==> src/rtl/hs32_mem_arbiter_pkg.sv <==
// ============================================================================
// Module      : hs32_mem_arbiter_pkg
// Description : Shared encodings and grant helper for the hs32 memory arbiter.
// Revision    : 1.0
// ============================================================================
`default_nettype none

package hs32_mem_arbiter_pkg;

    localparam logic c_st_idle = 1'b0;
    localparam logic c_st_busy = 1'b1;

    localparam logic c_gnt_f   = 1'b0;
    localparam logic c_gnt_e   = 1'b1;

    // With both pending, the requester that did not win last time goes next.
    function automatic logic pick_grant(input logic pf, input logic pe, input logic last);
        if (pf && pe) begin
            return (last == c_gnt_f) ? c_gnt_e : c_gnt_f;
        end else if (pe) begin
            return c_gnt_e;
        end
        return c_gnt_f;
    endfunction

endpackage

`default_nettype wire

==> src/rtl/hs32_mem_arbiter_slot.sv <==
// ============================================================================
// Module      : hs32_mem_arbiter_slot
// Description : One-deep pending-request latch; load wins over clear/drop.
// Revision    : 1.0
// ============================================================================
`default_nettype none

module hs32_mem_arbiter_slot #(
    parameter int AW = 32,
    parameter int DW = 32
) (
    input  logic          clk,
    input  logic          reset,
    input  logic          load,
    input  logic          clear,
    input  logic          drop,
    input  logic [AW-1:0] addr_in,
    input  logic          rw_in,
    input  logic [DW-1:0] data_in,
    output logic          pend,
    output logic [AW-1:0] addr_out,
    output logic          rw_out,
    output logic [DW-1:0] data_out
);

    logic          r_pend;
    logic [AW-1:0] r_addr;
    logic          r_rw;
    logic [DW-1:0] r_data;

    always_ff @(posedge clk or negedge reset) begin
        if (!reset) begin
            r_pend <= 1'b0;
            r_addr <= '0;
            r_rw   <= 1'b0;
            r_data <= '0;
        end else if (load) begin
            r_pend <= 1'b1;
            r_addr <= addr_in;
            r_rw   <= rw_in;
            r_data <= data_in;
        end else if (clear || drop) begin
            r_pend <= 1'b0;
        end
    end

    assign pend     = r_pend;
    assign addr_out = r_addr;
    assign rw_out   = r_rw;
    assign data_out = r_data;

endmodule

`default_nettype wire

==> src/rtl/hs32_mem_arbiter.sv <==
// ============================================================================
// Module      : hs32_mem_arbiter
// Description : Arbitrates fetch and exec requests onto one valid/ready port.
// Revision    : 1.0
// ============================================================================
`default_nettype none

module hs32_mem_arbiter
    import hs32_mem_arbiter_pkg::*;
#(
    parameter int AW      = 32,
    parameter int DW      = 32,
    parameter int TIMEOUT = 16
) (
    input  logic          clk,
    input  logic          reset,
    input  logic          req_f,
    input  logic [AW-1:0] addr_f,
    output logic          rdy_f,
    output logic [DW-1:0] dtr_f,
    output logic          err_f,
    input  logic          flush,
    input  logic          req_e,
    input  logic          rw_e,
    input  logic [AW-1:0] addr_e,
    input  logic [DW-1:0] dtw_e,
    output logic          rdy_e,
    output logic [DW-1:0] dtr_e,
    output logic          err_e,
    output logic [AW-1:0] addr,
    output logic [DW-1:0] dtw,
    output logic          rw,
    output logic          valid,
    input  logic          ready,
    input  logic [DW-1:0] dread
);

    localparam int CW = (TIMEOUT > 1) ? $clog2(TIMEOUT) : 1;
    localparam logic [CW-1:0] c_tmo_last = CW'((TIMEOUT > 0) ? TIMEOUT - 1 : 0);

    logic          r_state;
    logic          r_gnt;
    logic          r_last;
    logic [CW-1:0] r_cnt;
    logic          r_fdrop;
    logic          r_valid;
    logic [AW-1:0] r_addr;
    logic [DW-1:0] r_dtw;
    logic          r_rw;
    logic          r_rdy_f;
    logic          r_err_f;
    logic [DW-1:0] r_dtr_f;
    logic          r_rdy_e;
    logic          r_err_e;
    logic [DW-1:0] r_dtr_e;

    logic          w_pend_f;
    logic          w_pend_e;
    logic [AW-1:0] w_addr_f;
    logic [AW-1:0] w_addr_e;
    logic          w_rw_f;
    logic          w_rw_e;
    logic [DW-1:0] w_dat_f;
    logic [DW-1:0] w_dat_e;
    logic          w_busy_f;
    logic          w_busy_e;
    logic          w_acc_f;
    logic          w_acc_e;
    logic          w_pf;
    logic          w_state_nxt;
    logic          w_grant;
    logic          w_sel;
    logic          w_done;
    logic          w_tmo;
    logic          w_end;
    logic          w_resp_f;
    logic          w_resp_e;
    logic [DW-1:0] w_rdata;

    assign w_busy_f = (r_state == c_st_busy) && (r_gnt == c_gnt_f);
    assign w_busy_e = (r_state == c_st_busy) && (r_gnt == c_gnt_e);
    assign w_acc_f  = req_f && !w_pend_f && !w_busy_f;
    assign w_acc_e  = req_e && !w_pend_e && !w_busy_e;
    // A fetch that is being flushed this cycle must not win arbitration.
    assign w_pf     = w_pend_f && !flush;

    hs32_mem_arbiter_slot #(.AW(AW), .DW(DW)) u_slot_f (
        .clk      (clk),
        .reset    (reset),
        .load     (w_acc_f),
        .clear    (w_grant && (w_sel == c_gnt_f)),
        .drop     (flush),
        .addr_in  (addr_f),
        .rw_in    (1'b0),
        .data_in  ({DW{1'b0}}),
        .pend     (w_pend_f),
        .addr_out (w_addr_f),
        .rw_out   (w_rw_f),
        .data_out (w_dat_f)
    );

    hs32_mem_arbiter_slot #(.AW(AW), .DW(DW)) u_slot_e (
        .clk      (clk),
        .reset    (reset),
        .load     (w_acc_e),
        .clear    (w_grant && (w_sel == c_gnt_e)),
        .drop     (1'b0),
        .addr_in  (addr_e),
        .rw_in    (rw_e),
        .data_in  (dtw_e),
        .pend     (w_pend_e),
        .addr_out (w_addr_e),
        .rw_out   (w_rw_e),
        .data_out (w_dat_e)
    );

    always_ff @(posedge clk or negedge reset) begin
        if (!reset) begin
            r_state <= c_st_idle;
        end else begin
            r_state <= w_state_nxt;
        end
    end

    always_comb begin
        w_state_nxt = r_state;
        w_grant     = 1'b0;
        w_sel       = r_gnt;
        w_done      = 1'b0;
        w_tmo       = 1'b0;
        case (r_state)
            c_st_idle: begin
                if (w_pf || w_pend_e) begin
                    w_grant     = 1'b1;
                    w_sel       = pick_grant(w_pf, w_pend_e, r_last);
                    w_state_nxt = c_st_busy;
                end
            end
            default: begin
                // ready in the expiry cycle completes normally.
                if (ready) begin
                    w_done      = 1'b1;
                    w_state_nxt = c_st_idle;
                end else if ((TIMEOUT > 0) && (r_cnt == c_tmo_last)) begin
                    w_tmo       = 1'b1;
                    w_state_nxt = c_st_idle;
                end
            end
        endcase
    end

    always_comb begin
        w_end    = w_done || w_tmo;
        w_resp_f = w_end && (r_gnt == c_gnt_f) && !(r_fdrop || flush);
        w_resp_e = w_end && (r_gnt == c_gnt_e);
        w_rdata  = w_done ? dread : '0;
    end

    always_ff @(posedge clk or negedge reset) begin
        if (!reset) begin
            r_gnt   <= c_gnt_f;
            r_last  <= c_gnt_f;
            r_cnt   <= '0;
            r_fdrop <= 1'b0;
            r_valid <= 1'b0;
            r_addr  <= '0;
            r_dtw   <= '0;
            r_rw    <= 1'b0;
            r_rdy_f <= 1'b0;
            r_err_f <= 1'b0;
            r_dtr_f <= '0;
            r_rdy_e <= 1'b0;
            r_err_e <= 1'b0;
            r_dtr_e <= '0;
        end else begin
            r_rdy_f <= w_resp_f;
            r_err_f <= w_resp_f && w_tmo;
            r_rdy_e <= w_resp_e;
            r_err_e <= w_resp_e && w_tmo;
            if (w_resp_f) begin
                r_dtr_f <= w_rdata;
            end
            if (w_resp_e) begin
                r_dtr_e <= w_rdata;
            end
            if (w_grant) begin
                r_gnt   <= w_sel;
                r_last  <= w_sel;
                r_cnt   <= '0;
                r_fdrop <= 1'b0;
                r_valid <= 1'b1;
                r_addr  <= (w_sel == c_gnt_e) ? w_addr_e : w_addr_f;
                r_rw    <= (w_sel == c_gnt_e) ? w_rw_e   : w_rw_f;
                r_dtw   <= (w_sel == c_gnt_e) ? w_dat_e  : w_dat_f;
            end else if (w_end) begin
                r_valid <= 1'b0;
                r_fdrop <= 1'b0;
            end else if (r_state == c_st_busy) begin
                r_cnt <= r_cnt + CW'(1);
                if (flush && (r_gnt == c_gnt_f)) begin
                    r_fdrop <= 1'b1;
                end
            end
        end
    end

    assign valid = r_valid;
    assign addr  = r_addr;
    assign dtw   = r_dtw;
    assign rw    = r_rw;
    assign rdy_f = r_rdy_f;
    assign err_f = r_err_f;
    assign dtr_f = r_dtr_f;
    assign rdy_e = r_rdy_e;
    assign err_e = r_err_e;
    assign dtr_e = r_dtr_e;

endmodule

`default_nettype wire

==> config.mk <==
export PLATFORM = sky130hd
export DESIGN_NAME = hs32_mem_arbiter
export DESIGN_NICKNAME = d
export VERILOG_FILES = /design/src/rtl/hs32_mem_arbiter_pkg.sv /design/src/rtl/hs32_mem_arbiter_slot.sv /design/src/rtl/hs32_mem_arbiter.sv
export SDC_FILE = /design/constraint.sdc
export NUM_CORES = 1
export LEC_CHECK = 0
export ABC_CLOCK_PERIOD_IN_PS = 1400
export CAP_MARGIN = 20
export CORE_ASPECT_RATIO = 0.6
export CORE_MARGIN = 1.5
export CORE_UTILIZATION = 43
export DETAILED_ROUTE_END_ITERATION = 12
export GPL_TIMING_DRIVEN = 0
export PLACE_DENSITY_LB_ADDON = 0.25
export REMOVE_ABC_BUFFERS = 1
export SYNTH_ARGS = -nofsm -noshare
export SYNTH_HDL_FRONTEND = slang
export SYNTH_SLANG_ARGS = --single-unit
export TNS_END_PERCENT = 10
==> constraint.sdc <==
create_clock -name clk -period 1.4 [get_ports clk]
set_input_delay 0.28 -clock clk [delete_from_list [all_inputs] [get_ports clk]]
set_output_delay 0.28 -clock clk [all_outputs]
set_load 0.005 [all_outputs]
==> metrics.txt <==
# TYPE chip_impl_metric gauge
chip_impl_info{name="run_status",value="finished, violations left"} 1
chip_impl_info{name="failed_checks",value="negative setup slack"} 1
chip_impl_metric{name="count_of_mapped_cells_out_of_synthesis",unit=""} 660
chip_impl_metric{name="level_count_of_the_clock_h_tree",unit=""} 1
chip_impl_metric{name="dieWidth",unit="µm"} 192
chip_impl_metric{name="dp_hpwl",unit="µm"} 15600
chip_impl_metric{name="peakVddDrop",unit="mV"} 1.12
chip_impl_metric{name="io_pins",unit=""} 269
chip_impl_metric{name="final_hold_viol_count",unit=""} 0
chip_impl_metric{name="achievable-frequency",unit="MHz"} 580
chip_impl_metric{name="via_count_of_the_first_global_routing_pass",unit=""} 6790
chip_impl_metric{name="postPlaceCellArea",unit="µm²"} 12300
chip_impl_metric{name="tightest_slew_margin_relative_to_the_limit",unit="%"} 52.0
chip_impl_metric{name="fin_nets",unit=""} 1098
chip_impl_metric{name="post_route_cells_drive_above_1_share",unit="%"} 39.3
chip_impl_metric{name="worstPathArrival",unit="ps"} 2120
chip_impl_metric{name="grt_first_pass_wirelength",unit="µm"} 40300
chip_impl_info{name="worst_r2r_startpoint",value="r_last"} 1
chip_impl_metric{name="finish.utilization",unit="%"} 63.5
chip_impl_metric{name="grt_max_degree",unit=""} 121
chip_impl_metric{name="synth_seq_cells",unit=""} 240
chip_impl_info{name="cpLargestDelayFamily",value="flip-flops"} 1
chip_impl_metric{name="track_usage",unit="%"} 23.5
chip_impl_metric{name="timing.clock.skew",unit="ps"} 8.19
chip_impl_metric{name="fp.dieH",unit="µm"} 116
chip_impl_metric{name="worstPathBufferInverterCount",unit=""} 1
chip_impl_metric{name="critPathMaxFanout",unit=""} 8
chip_impl_metric{name="setup_viol",unit=""} 237
chip_impl_metric{name="design_area",unit="µm²"} 13400
chip_impl_info{name="setup.worst_path.class",value="register to register"} 1
chip_impl_info{name="synth_commonest_cells",value="240 x sky130_fd_sc_hd__dfrtp_1, 95 x sky130_fd_sc_hd__mux2_2, 64 x sky130_fd_sc_hd__a32o_1, 61 x sky130_fd_sc_hd__a21oi_1"} 1
chip_impl_info{name="cts.root.buffer_cell",value="sky130_fd_sc_hd__clkbuf_16"} 1
chip_impl_metric{name="synth-edff-count",unit=""} 0
chip_impl_metric{name="r2r.worst_path.cells",unit=""} 5
chip_impl_metric{name="setup_ws",unit="ps"} -324
chip_impl_metric{name="detail_route.wirelength",unit="µm"} 28400
chip_impl_metric{name="area_growth_syn_to_layout",unit="%"} 44.9
chip_impl_metric{name="post_drt_wl_per_cell",unit="µm"} 22.6
chip_impl_metric{name="timing.final.crit_period",unit="ps"} 1720
chip_impl_metric{name="async_reset_ff_share",unit="%"} 100
chip_impl_metric{name="total_leakage_power",unit="nW"} 5.91
chip_impl_metric{name="timing.reg2reg.setup_slack",unit="ps"} -320
chip_impl_metric{name="tritoncts_num_sinks",unit=""} 240
chip_impl_metric{name="fillers",unit=""} 1654
chip_impl_metric{name="place_worst_setup_slack",unit="ps"} -1450
chip_impl_metric{name="antenna_cells",unit=""} 0
chip_impl_metric{name="effective_utilization_at_floorplan",unit="%"} 43.8
chip_impl_metric{name="power_frac_clock",unit="%"} 18.3
chip_impl_metric{name="detail_route.iter0.violations",unit=""} 477
chip_impl_metric{name="port_buffers",unit=""} 268
chip_impl_info{name="critical_path.reg2reg.endpoint",value="addr[31]"} 1
chip_impl_info{name="cpMaxStageDelayCell",value="sky130_fd_sc_hd__dfrtp_4"} 1
chip_impl_metric{name="rows",unit=""} 41
chip_impl_metric{name="route.detailed.drc",unit=""} 0
chip_impl_metric{name="gpl.final_weighted_congestion",unit=""} 0.742
chip_impl_metric{name="synth_top_area_share",unit="%"} 65.2
chip_impl_metric{name="clk_pin_slew",unit="ps"} 70
chip_impl_info{name="cp_cell_sequence",value="or3b_4 > o21a_4 > buf_12 > a21oi_2 > a21oi_1"} 1
chip_impl_metric{name="combPwrFrac",unit="%"} 43.4
chip_impl_metric{name="yosysSeqAreaShare",unit="%"} 65.2
chip_impl_metric{name="vias",unit=""} 6889
chip_impl_metric{name="clock_tree.buffer_depth",unit=""} 3
chip_impl_metric{name="power.density_cell_area",unit="nW/µm²"} 2430
chip_impl_metric{name="cellInternalPower",unit="mW"} 20.9
chip_impl_metric{name="cap_viol_max_count",unit=""} 0
chip_impl_info{name="worstSetupStartpointType",value="register"} 1
chip_impl_info{name="synth.most_common_cell",value="sky130_fd_sc_hd__dfrtp_1"} 1
chip_impl_metric{name="synth.yosys.warnings",unit=""} 0
chip_impl_metric{name="tritoncts_buffers",unit=""} 23
chip_impl_metric{name="post_synth_instance_area",unit="µm²"} 9220
chip_impl_metric{name="detail_route.first_pass.iterations",unit=""} 4
chip_impl_metric{name="clk_latency",unit="ps"} 500
chip_impl_info{name="synth_top_area_cell",value="sky130_fd_sc_hd__dfrtp_1"} 1
chip_impl_metric{name="switchingPower",unit="mW"} 11.6
chip_impl_metric{name="core",unit="µm²"} 21000
chip_impl_info{name="worstSetupEndpointType",value="register"} 1
chip_impl_metric{name="finalCritPeriodShare",unit="%"} 123
chip_impl_metric{name="grt_overflow",unit=""} 0
chip_impl_metric{name="viasPerCell",unit=""} 5.48
chip_impl_info{name="grt_setup_unrepaired",value="true"} 1
chip_impl_info{name="tritoncts",value="yes"} 1
chip_impl_info{name="synth_flop_cell",value="sky130_fd_sc_hd__dfrtp_1"} 1
chip_impl_metric{name="antenna_found_initial",unit=""} 0
chip_impl_metric{name="timing.final.max_slew_violations",unit=""} 0
chip_impl_metric{name="worst-endpoint-required",unit="ps"} 1790
chip_impl_metric{name="synthDistinctLibCells",unit=""} 39
chip_impl_metric{name="power.share.switching",unit="%"} 35.6
chip_impl_metric{name="cpPeakStageDelay",unit="ps"} 550
chip_impl_info{name="hold_class",value="primary input to async pin"} 1
chip_impl_info{name="ys_top_cells_by_area",value="sky130_fd_sc_hd__dfrtp_1 65%, sky130_fd_sc_hd__mux2_2 12%, sky130_fd_sc_hd__a32o_1 7.0%"} 1
chip_impl_metric{name="final_antenna_net_count",unit=""} 0
chip_impl_metric{name="avgSynthCellArea",unit="µm²"} 14.0
chip_impl_metric{name="proportion_of_power_drawn_by_flip_flops_and_latches",unit="%"} 38.3
chip_impl_metric{name="die_footprint",unit="µm²"} 22300
chip_impl_metric{name="max_slew.worst_pin.slew",unit="ps"} 720
chip_impl_metric{name="fin_total_pwr",unit="mW"} 32.5
power groups by stage:
stage / Combinational [mW] / Sequential, mW / Clock, mW
floorplan: 6.02 / 12.2 / 0
global placement: 11.8 / 12.4 / 0
detailed placement: 12.8 / 12.5 / 0
CTS: 13.4 / 12.3 / 6.04
global route: 15.2 / 12.9 / 6.33
finish: 14.1 / 12.5 / 5.95
how the worst max path moves through the flow:
stage                       start                    end  slack, ps  depth (start not counted)
final                      r_last               addr[31]       -320                          5
after global routing       r_last                addr[0]       -350                          5
after CTS                 r_state                addr[1]       -320                          5
after detailed placement    flush              dtr_f[20]      -1450                          6
after global placement      reset  u_slot_e.addr_out[16]     -10230                          1
after floorplan            r_last   u_slot_f.addr_out[0]      -1740                          3
per-layer routing:
layer / up-vias / track usage (%) / wire (µm)
met5: - / 0 / 0
met4: 0 / 4.91 / 489
met1: 3562 / 36.4 / 13600
li1: 3053 / - / -
met2: 232 / 33.1 / 12200
met3: 42 / 6.16 / 2100
worst reg2reg max path: stages (launching register included):
cell and delay [ps]:
sky130_fd_sc_hd__dfrtp_4 550, sky130_fd_sc_hd__or3b_4 460, sky130_fd_sc_hd__o21a_4 210, sky130_fd_sc_hd__buf_12 180, sky130_fd_sc_hd__a21oi_2 140, sky130_fd_sc_hd__a21oi_1 80
registers in the layout, indices dropped and copies added, names as in the netlist, 4 cells and up:
signal / cells
dtr_f: 32
u_slot_f.addr_out: 32
r_cnt: 4
u_slot_e.data_out: 32
dtr_e: 32
dtw: 32
addr: 32
u_slot_e.addr_out: 32
metrics by stage:
step | hold WS (ps) | TNS (ps) | cells
after CTS | 159 | -72580 | 1242
after global routing | 172 | -60010 | 1257
after detailed placement | 64.5 | -220770 | 1169
after global placement | 463 | -3099830 | 1156
final | 175 | -49280 | 1257
after floorplan | -15.6 | -288540 | 609
final cells by class:
type	count	area (µm²)	area share (%)
sequential	240	6010	45.0
multi-input combinational	367	3270	24.5
timing repair buffer	322	2960	22.1
clock buffer	29	638	4.78
tap	279	349	2.61
clock inverter	12	76.3	0.571
inverter	7	45.0	0.337
timing repair inverter	1	8.76	0.0656
logic make-up after synthesis:
kind of cell               synth area share [%]
muxes                                      12.0
xor gates and xnor gates                 0.0950
and+or+nand+nor                            4.24
buffers and inverters                      3.42
AOI/OAI and AO/OA                          15.0
adders and majority gates                 0.136
DFF                                        65.2
layout by cell type (no fill, tap or decap), types with 4 or more instances in the layout:
master / count
sky130_fd_sc_hd__a21oi_1: 31
sky130_fd_sc_hd__a21oi_2: 26
sky130_fd_sc_hd__a21oi_4: 8
sky130_fd_sc_hd__a22o_1: 35
sky130_fd_sc_hd__a32o_1: 63
sky130_fd_sc_hd__buf_12: 12
sky130_fd_sc_hd__buf_16: 9
sky130_fd_sc_hd__buf_2: 43
sky130_fd_sc_hd__buf_4: 18
sky130_fd_sc_hd__buf_6: 7
sky130_fd_sc_hd__clkbuf_16: 28
sky130_fd_sc_hd__clkbuf_2: 80
sky130_fd_sc_hd__clkbuf_8: 4
sky130_fd_sc_hd__clkdlybuf4s15_1: 11
sky130_fd_sc_hd__clkdlybuf4s50_1: 133
sky130_fd_sc_hd__clkinv_2: 6
sky130_fd_sc_hd__clkinvlp_4: 6
sky130_fd_sc_hd__dfrtp_1: 237
sky130_fd_sc_hd__mux2_2: 95
sky130_fd_sc_hd__nand2_1: 29
sky130_fd_sc_hd__nand2_2: 5
sky130_fd_sc_hd__nor2_1: 35
what timing repair did:
action	4_1_cts	5_1_grt
gates cloned	8	6
hold buffers	1	1
hold endpoints to repair	120	120
endpoints found under the setup margin	373	448
resized for setup	388	153
pin swaps	30	48
setup buffers	23	9
Power figures use the tool's default switching activity.
